[src/rtl/multicycle_ctrl_if.sv]
// Shared instruction/data memory port between the sequencing controller and memory.
// Carries the request, address-source select, store strobe and completion handshake.
interface multicycle_ctrl_if;
  logic mem_req;
  logic mem_sel;
  logic mem_we;
  logic mem_ready;

  modport master (output mem_req, output mem_sel, output mem_we, input mem_ready);
  modport slave  (input mem_req, input mem_sel, input mem_we, output mem_ready);
endinterface

[src/rtl/multicycle_ctrl.sv]
// Multicycle RV32I sequencing controller: IDLE/FETCH/DECODE/EXEC/MEM/WB/TRAP with a
// memory-handshake watchdog, illegal-opcode and interrupt traps.
module multicycle_ctrl #(
  parameter int MEM_TIMEOUT = 15
) (
  input  logic              clk,
  input  logic              rst_n,
  multicycle_ctrl_if.master mem,
  input  logic [6:0]        opcode,
  input  logic [2:0]        func3,
  input  logic              branch_taken,
  input  logic              irq,
  output logic              ir_we,
  output logic              pc_we,
  output logic [1:0]        pc_sel,
  output logic [2:0]        imm_type,
  output logic              reg_we,
  output logic [1:0]        wb_sel,
  output logic              csr_we,
  output logic              trap,
  output logic [1:0]        trap_cause,
  output logic [2:0]        state
);

  localparam logic [2:0] S_IDLE   = 3'd0;
  localparam logic [2:0] S_FETCH  = 3'd1;
  localparam logic [2:0] S_DECODE = 3'd2;
  localparam logic [2:0] S_EXEC   = 3'd3;
  localparam logic [2:0] S_MEM    = 3'd4;
  localparam logic [2:0] S_WB     = 3'd5;
  localparam logic [2:0] S_TRAP   = 3'd6;

  localparam logic [6:0] OP_ALU    = 7'b0110011;
  localparam logic [6:0] OP_ALUI   = 7'b0010011;
  localparam logic [6:0] OP_LOAD   = 7'b0000011;
  localparam logic [6:0] OP_STORE  = 7'b0100011;
  localparam logic [6:0] OP_BRANCH = 7'b1100011;
  localparam logic [6:0] OP_JAL    = 7'b1101111;
  localparam logic [6:0] OP_JALR   = 7'b1100111;
  localparam logic [6:0] OP_LUI    = 7'b0110111;
  localparam logic [6:0] OP_AUIPC  = 7'b0010111;
  localparam logic [6:0] OP_SYSTEM = 7'b1110011;

  localparam int CNT_W = $clog2(MEM_TIMEOUT);

  function automatic logic [2:0] imm_fmt(input logic [6:0] op, input logic [2:0] f3);
    case (op)
      OP_LUI, OP_AUIPC: return 3'b011;
      OP_BRANCH:        return 3'b010;
      OP_JAL:           return 3'b100;
      OP_STORE:         return 3'b001;
      OP_ALUI:          return (f3 == 3'b001 || f3 == 3'b101) ? 3'b101 : 3'b000;
      default:          return 3'b000;
    endcase
  endfunction

  function automatic logic is_legal(input logic [6:0] op);
    case (op)
      OP_ALU, OP_ALUI, OP_LOAD, OP_STORE, OP_BRANCH,
      OP_JAL, OP_JALR, OP_LUI, OP_AUIPC, OP_SYSTEM: return 1'b1;
      default:                                       return 1'b0;
    endcase
  endfunction

  logic [2:0]       state_nxt;
  logic [1:0]       cause_nxt;
  logic [CNT_W-1:0] wait_cnt;
  logic             timed_out;
  logic             is_store;
  logic             is_mem_op;

  assign is_store  = (opcode == OP_STORE);
  assign is_mem_op = (opcode == OP_LOAD) || is_store;
  assign timed_out = !mem.mem_ready && (wait_cnt == CNT_W'(MEM_TIMEOUT - 1));
  assign imm_type  = imm_fmt(opcode, func3);

  always_comb begin
    state_nxt = state;
    cause_nxt = 2'b00;
    case (state)
      S_IDLE:   state_nxt = S_FETCH;
      S_FETCH: begin
        if (mem.mem_ready) begin
          state_nxt = S_DECODE;
        end else if (timed_out) begin
          state_nxt = S_TRAP;
          cause_nxt = 2'b10;
        end
      end
      S_DECODE: begin
        if (is_legal(opcode)) begin
          state_nxt = S_EXEC;
        end else begin
          state_nxt = S_TRAP;
          cause_nxt = 2'b01;
        end
      end
      S_EXEC: begin
        if (opcode == OP_BRANCH) state_nxt = S_FETCH;
        else if (is_mem_op)      state_nxt = S_MEM;
        else                     state_nxt = S_WB;
      end
      S_MEM: begin
        if (mem.mem_ready) begin
          state_nxt = is_store ? S_FETCH : S_WB;
        end else if (timed_out) begin
          state_nxt = S_TRAP;
          cause_nxt = 2'b10;
        end
      end
      S_WB:     state_nxt = S_FETCH;
      S_TRAP:   state_nxt = S_FETCH;
      default:  state_nxt = S_IDLE;
    endcase
    // An instruction boundary is where a pending interrupt is taken; TRAP exit and FETCH waits are exempt.
    if (state_nxt == S_FETCH && state != S_TRAP && state != S_FETCH && irq) begin
      state_nxt = S_TRAP;
      cause_nxt = 2'b11;
    end
  end

  always_ff @(posedge clk or negedge rst_n) begin
    if (!rst_n) begin
      state      <= S_IDLE;
      wait_cnt   <= '0;
      trap_cause <= 2'b00;
    end else begin
      state <= state_nxt;
      if ((state == S_FETCH || state == S_MEM) && !mem.mem_ready) wait_cnt <= wait_cnt + 1'b1;
      else                                                        wait_cnt <= '0;
      if (state_nxt == S_TRAP) trap_cause <= cause_nxt;
    end
  end

  always_comb begin
    mem.mem_req = 1'b0;
    mem.mem_sel = 1'b0;
    mem.mem_we  = 1'b0;
    ir_we       = 1'b0;
    pc_we       = 1'b0;
    pc_sel      = 2'b00;
    reg_we      = 1'b0;
    wb_sel      = 2'b00;
    csr_we      = 1'b0;
    trap        = 1'b0;
    case (state)
      S_FETCH: begin
        mem.mem_req = 1'b1;
        ir_we       = mem.mem_ready;
      end
      S_EXEC: begin
        if (opcode == OP_BRANCH) begin
          pc_we  = 1'b1;
          pc_sel = branch_taken ? 2'b01 : 2'b00;
        end
      end
      S_MEM: begin
        mem.mem_req = 1'b1;
        mem.mem_sel = 1'b1;
        mem.mem_we  = is_store;
        pc_we       = is_store && mem.mem_ready;
      end
      S_WB: begin
        reg_we = 1'b1;
        pc_we  = 1'b1;
        csr_we = (opcode == OP_SYSTEM);
        case (opcode)
          OP_LOAD:         wb_sel = 2'b01;
          OP_JAL, OP_JALR: wb_sel = 2'b10;
          OP_SYSTEM:       wb_sel = 2'b11;
          default:         wb_sel = 2'b00;
        endcase
        if (opcode == OP_JAL)       pc_sel = 2'b01;
        else if (opcode == OP_JALR) pc_sel = 2'b10;
      end
      S_TRAP: begin
        trap   = 1'b1;
        pc_we  = 1'b1;
        pc_sel = 2'b11;
      end
      default: ;
    endcase
  end

endmodule

[src/flat_wrapper.sv]
// flat-port wrapper written by rule: the top's interface ports become plain ports
module multicycle_ctrl_flat 
#(
  parameter int MEM_TIMEOUT = 15
)
  (clk, rst_n, opcode, func3, branch_taken, irq, ir_we, pc_we, pc_sel, imm_type, reg_we, wb_sel, csr_we, trap, trap_cause, state, mem_mem_req, mem_mem_sel, mem_mem_we, mem_mem_ready);
  multicycle_ctrl_if mem_i ();
  input  logic clk;
  input  logic rst_n;
  input  logic [6:0] opcode;
  input  logic [2:0] func3;
  input  logic branch_taken;
  input  logic irq;
  output logic ir_we;
  output logic pc_we;
  output logic [1:0] pc_sel;
  output logic [2:0] imm_type;
  output logic reg_we;
  output logic [1:0] wb_sel;
  output logic csr_we;
  output logic trap;
  output logic [1:0] trap_cause;
  output logic [2:0] state;
  output wire logic [$bits(mem_i.mem_req)-1:0] mem_mem_req;
  output wire logic [$bits(mem_i.mem_sel)-1:0] mem_mem_sel;
  output wire logic [$bits(mem_i.mem_we)-1:0] mem_mem_we;
  input wire logic [$bits(mem_i.mem_ready)-1:0] mem_mem_ready;
  assign mem_mem_req = mem_i.mem_req;
  assign mem_mem_sel = mem_i.mem_sel;
  assign mem_mem_we = mem_i.mem_we;
  assign mem_i.mem_ready = mem_mem_ready;
  multicycle_ctrl #(.MEM_TIMEOUT(MEM_TIMEOUT)) u_core (.clk(clk), .rst_n(rst_n), .mem(mem_i), .opcode(opcode), .func3(func3), .branch_taken(branch_taken), .irq(irq), .ir_we(ir_we), .pc_we(pc_we), .pc_sel(pc_sel), .imm_type(imm_type), .reg_we(reg_we), .wb_sel(wb_sel), .csr_we(csr_we), .trap(trap), .trap_cause(trap_cause), .state(state));
endmodule
[config.mk]
export PLATFORM = sky130hd
export DESIGN_NAME = multicycle_ctrl_flat
export DESIGN_NICKNAME = d
export VERILOG_FILES = /design/src/rtl/multicycle_ctrl_if.sv /design/src/rtl/multicycle_ctrl.sv /design/src/flat_wrapper.sv
export SDC_FILE = /design/constraint.sdc
export NUM_CORES = 1
export LEC_CHECK = 0
export CAP_MARGIN = 20
export CORE_MARGIN = 1.5
export CORE_UTILIZATION = 42
export DETAILED_ROUTE_END_ITERATION = 10
export GPL_TIMING_DRIVEN = 0
export PLACE_DENSITY_LB_ADDON = 0.25
export SLEW_MARGIN = 20
export SYNTH_ARGS = -nofsm -noshare
export SYNTH_HDL_FRONTEND = slang
export SYNTH_SLANG_ARGS = --single-unit
[constraint.sdc]
create_clock -name clk -period 1.7 [get_ports clk]
set_input_delay 0.34 -clock clk [delete_from_list [all_inputs] [get_ports clk]]
set_output_delay 0.34 -clock clk [all_outputs]
set_load 0.02 [all_outputs]
## Word-level counts from Yosys, hierarchy flattened

Index checks and enable logic that the tools add are counted.

- Equal/unequal tests: 23
- $mul: 0
- Bitwise logic cells: 0
- Add/sub/neg operators: 1
- $lt $le $gt $ge: 0
- Muxes and demuxes: 35
- Shift-type cells: 0
- Reduce and logical (&&, ||, !) cells: 17
- Divide/modulo/power cells: 0

Operators by type and width:

| cell | count |
|---|---|
| $pmux W3 S5 | 2 |
| $eq A7 B7 Y1 const B | 4 |
| $mux W3 | 8 |
| $eq A7 B6 Y1 const B | 3 |
| $eq A3 B3 Y1 const B | 5 |
| $eq A7 B5 Y1 const B | 2 |
| $mux W2 | 7 |
| $mux W1 | 13 |
| $pmux W2 S3 | 2 |
| $reduce_or A10 Y1 | 1 |
| $eq A3 B1 Y1 const B | 3 |
| $reduce_or A2 Y1 | 4 |
| $eq A7 B2 Y1 const B | 1 |
| $eq A3 B2 Y1 const B | 2 |
| $logic_and A1 B1 Y1 | 6 |
| $add A4 B1 Y4 const B | 1 |
| $eq A4 B4 Y1 const B | 1 |
| $mux W4 | 1 |
| $pmux W2 S2 | 1 |
| $logic_not A3 Y1 | 1 |
| $logic_or A1 B1 Y1 | 3 |
| $ne A3 B1 Y1 const B | 1 |
| $ne A3 B3 Y1 const B | 1 |
| $pmux W1 S3 | 1 |
| other kinds (2) | 2 |

- Bits in read-only memories: 0
- Latch bits: 0
- Memories kept: 0
- Bits in registers: 9
- Bits of input ports: 15
- Memory bits (writable): 0

## Logic depth before layout (Yosys ltp)

- Depth after elaboration: 12
- Depth in mapped cells: 7
- Depth with buffers taken out: 7

## Worst setup path after synthesis

No wires, ideal clock.

- Kind: input to output
- Start: in opcode[4]
- End: out imm_type[0]
- Setup slack: -0.530 ns
- Stages on the path: 4
- Arrival: 1.890 ns
- Required time: 1.360 ns
- Cells stage by stage: inv_1 -> nor4b_1 -> nor3_1 -> a2111oi_0

- Cells in the longest elaborated chain, start to end: 3
- Elaborated cells on any way between the ends: 8
- Classes of those cells: 6 x eq/ne; 1 x mux; 1 x reduce/logical

Ends and longest elaborated chain:

| element | RTL line | source |
|---|---|---|
| start: declaration | flat_wrapper.sv:10 | `input logic [6:0] opcode;` |
| $eq A7 B6 Y1 or $eq A7 B5 Y1 (tied branches) | multicycle_ctrl.sv:47 | `case (op)` |
| $reduce_or A2 Y1 | multicycle_ctrl.sv:47 |  |
| $pmux W3 S5 * | multicycle_ctrl.sv:47 |  |
| end: declaration | flat_wrapper.sv:17 | `output logic [2:0] imm_type;` |

Every way passes the cells marked *; elsewhere a longest branch is shown, timed or not.

## Worst setup path in the final report

- Start: reg u_core.state[1]
- End: out mem_mem_we

- Cells in the longest elaborated chain, start to end: 2

Ends and longest elaborated chain:

| element | RTL line | source |
|---|---|---|
| start: declaration | multicycle_ctrl.sv:22 | `output logic [2:0] state` |
| start signal: assignment | multicycle_ctrl.sv:128 | `state <= state_nxt;` |
| $eq A3 B3 Y1 | multicycle_ctrl.sv:146 | `case (state)` |
| $mux W1 | multicycle_ctrl.sv:146 |  |
| end: declaration | flat_wrapper.sv:26 | `output wire logic [$bits(mem_i.mem_we)-1:0] mem_mem_we;` |

No other way between the ends.

==> flow_summary.json <==
{
  "timing.final.ws_setup_ps": -84.7,
  "clock_latency_late_sink_ps": 260,
  "gpl.final_weighted_congestion": 0.869,
  "clk_path_buf_depth": 2,
  "cts_tree": "done",
  "critPathArrivalTime_ps": 1440,
  "yosys_warnings": 0,
  "finalSetupViolCount": 4,
  "synth.net_count": 127,
  "dp_hpwl_um": 1780,
  "synth.area.top_cells": "dfrtp_1 27%, nor2_1 6.7%, a21oi_1 6.0%",
  "syn-cell-area_um2": 836,
  "run_status": "finished with violations",
  "drt_iter0_markers": 40,
  "gr-max-usage-layer": "met2",
  "violations": "negative setup slack",
  "most-common-layout-cells": "25 x buf_4, 15 x nor2_1, 10 x buf_2",
  "maxClockFrequency_mhz": 560,
  "core.rowCount": 15,
  "synth-edff-count": 0,
  "fin_total_pwr_mw": 2.06,
  "route.final.wire_length_um": 3210,
  "drcViolationCount": 0,
  "power_density_nw_per_um2": 1360,
  "drive_above_1_share": 0.494,
  "via_count_of_the_first_global_routing_pass": 991,
  "grt_overflow_total": 0,
  "ctsRootBufferMaster": "clkbuf_4",
  "synth_top_cell_area_share": 0.269,
  "netlist_instances": 110,
  "grt_pass1_wl_um": 4420,
  "post-route-min-period_ps": 1780,
  "firstDrtPassIters": 4,
  "placement.setup.worst_slack_ps": -1230,
  "grtUsageMet3": 0.0604,
  "yosysSeqAreaShare": 0.269,
  "fp.coreArea_um2": 1800,
  "die_y_um": 47.6,
  "dr_total_vias": 1118,
  "clock_sinks": 9,
  "critical_path_class": "reg -> out",
  "startpoint_type": "flop",
  "grt_setup_unrepaired": "yes",
  "fin_worst_skew_ps": 2.47,
  "globalRouteMet2Util": 0.516,
  "via_density": 5.79,
  "timing.critical_path.required_ps": 1360,
  "worst_ir_drop_vdd_mv": 1.15,
  "crit_fanout": 5,
  "cts.reportedPaths.clkPinSlew_ps": 60,
  "dp.cells": 168,
  "grt_antenna_before_repair": 0,
  "cts_buf_count": 3,
  "syn_avg_cell_area_um2": 7.60,
  "design.portCount": 35,
  "syn_to_final_growth_pct": 81.6,
  "post_drt_wl_per_cell_um": 16.6,
  "hold_ws_ps": 375,
  "grtUsageMet1": 0.328,
  "synth-async-reset-ratio": 1.00,
  "grt_start_max_net_pins": 11,
  "drv_cap": 0,
  "port_buffers": 33,
  "non_filler_instance_count_after_layout": 193,
  "initial_core_util": 0.464,
  "die_w_um": 47.6,
  "period_utilization": 1.05,
  "floorplan.die_area_um2": 2270,
  "rrSetupSlack_ps": 30,
  "fillerInstances": 109,
  "hold_viol_final": 0,
  "timing_worst_slew_pin_value_ps": 499,
  "leakagePower_nw": 0.686,
  "relSlewSlack": 0.664,
  "n_antenna_cell": 0,
  "synth_ff_type": "dfrtp_1",
  "yosysTopAreaCell": "dfrtp_1",
  "ant_nets": 0,
  "num-nets-final": 186,
  "cts-htree-levels": 1,
  "min-delay-path-class": "in -> async",
  "globalRouteTotalUtil": 0.283,
  "drv_slew": 0,
  "mostFrequentLayoutCell": "buf_4",
  "synth.lib_cells_used.distinct": 36,
  "ys_ff_latch": 9,
  "cp_endpoint_kind": "primary output"
}
==> synthesized netlist by cell type, types with 2 or more instances <==
cell type	instances
o21ai_0	8
nor2_1	15
nand2b_1	4
nand2_1	7
a211o_1	3
nor3_1	7
nand3_1	4
nor2b_1	4
nand3b_1	3
a21oi_1	10
and3_1	2
inv_1	6
a211oi_1	2
ha_1	2
dfrtp_1	9
clkbuf_1	4
==> power by group <==
group	leakage (nW)	switching [mW]	internal, mW
combinational	0.560	0.827	0.711
clock	0.0150	0.0755	0.0905
sequential	0.110	0.0687	0.287
total	0.686	0.972	1.09
==> flip-flops by register name (all words and copies together) (netlist names) <==
name	count
u_core.wait_cnt	4
u_core.trap_cause	2
u_core.state	3
==> through the flow <==
step                      setup TNS [ps]  area [um^2]  utilization
after CTS                          -88.9         1400        0.779
after global placement            -12890         1210        0.674
final                               -311         1520        0.842
after global routing               -1090         1520        0.842
after floorplan                     -330          852            -
after detailed placement          -13270         1210        0.674
==> routing by layer <==
layer / part of all wire / vias to the layer above / routed length [um]
met5: 0 / - / 0
met4: 0.012 / 0 / 40
met3: 0.068 / 6 / 219
met1: 0.38 / 531 / 1230
met2: 0.54 / 62 / 1720
li1: - / 519 / -
==> critical path, cell delays in order (launching register included) <==
cell and delay [ps]:
dfrtp_2 460, buf_6 140, nor3b_4 250, and3_4 230, buf_6 110
==> cell families after synthesis <==
kind of cell / after synthesis / synth area share
buffers and inverters: 11 / 0.0509
muxes: 1 / 0.0120
adders and majority gates: 2 / 0.0299
DFF: 9 / 0.269
xor gates and xnor gates: 2 / 0.0210
AOI/OAI and AO/OA: 32 / 0.252
and+or+nand+nor: 53 / 0.365
==> path summary, 6_finish.rpt <==
check,from,to,cells past startpoint
max reg2reg,u_core.wait_cnt[0]$_DFF_PN0_,u_core.trap_cause[1]$_DFFE_PN0N_,7
min,rst_n,u_core.state[2]$_DFF_PN0_,1
min reg2reg,u_core.wait_cnt[0]$_DFF_PN0_,u_core.wait_cnt[0]$_DFF_PN0_,1
max,u_core.state[1]$_DFF_PN0_,mem_mem_we,4
min in group clk,u_core.wait_cnt[0]$_DFF_PN0_,u_core.wait_cnt[0]$_DFF_PN0_,1
max in group asynchronous,rst_n,u_core.state[1]$_DFF_PN0_,1
==> what timing repair did <==
item | in CTS | in global routing
pin swaps | 12 | 19
gates cloned | 1 | 0
setup endpoints to repair | 20 | 19
buffers inserted | 13 | 8
hold buffers | 0 | 0
gates resized for setup | 134 | 37
==> layout make-up <==
cell class	count	area, um^2	area share
multi-input combinational	90	716	0.472
buffer	4	46.3	0.0305
tap	25	31.3	0.0206
sequential	9	226	0.149
inverter	6	30.0	0.0198
clock buffer	4	26.3	0.0173
timing repair buffer	55	442	0.291
No activity file was read; power rests on OpenSTA's default activity.
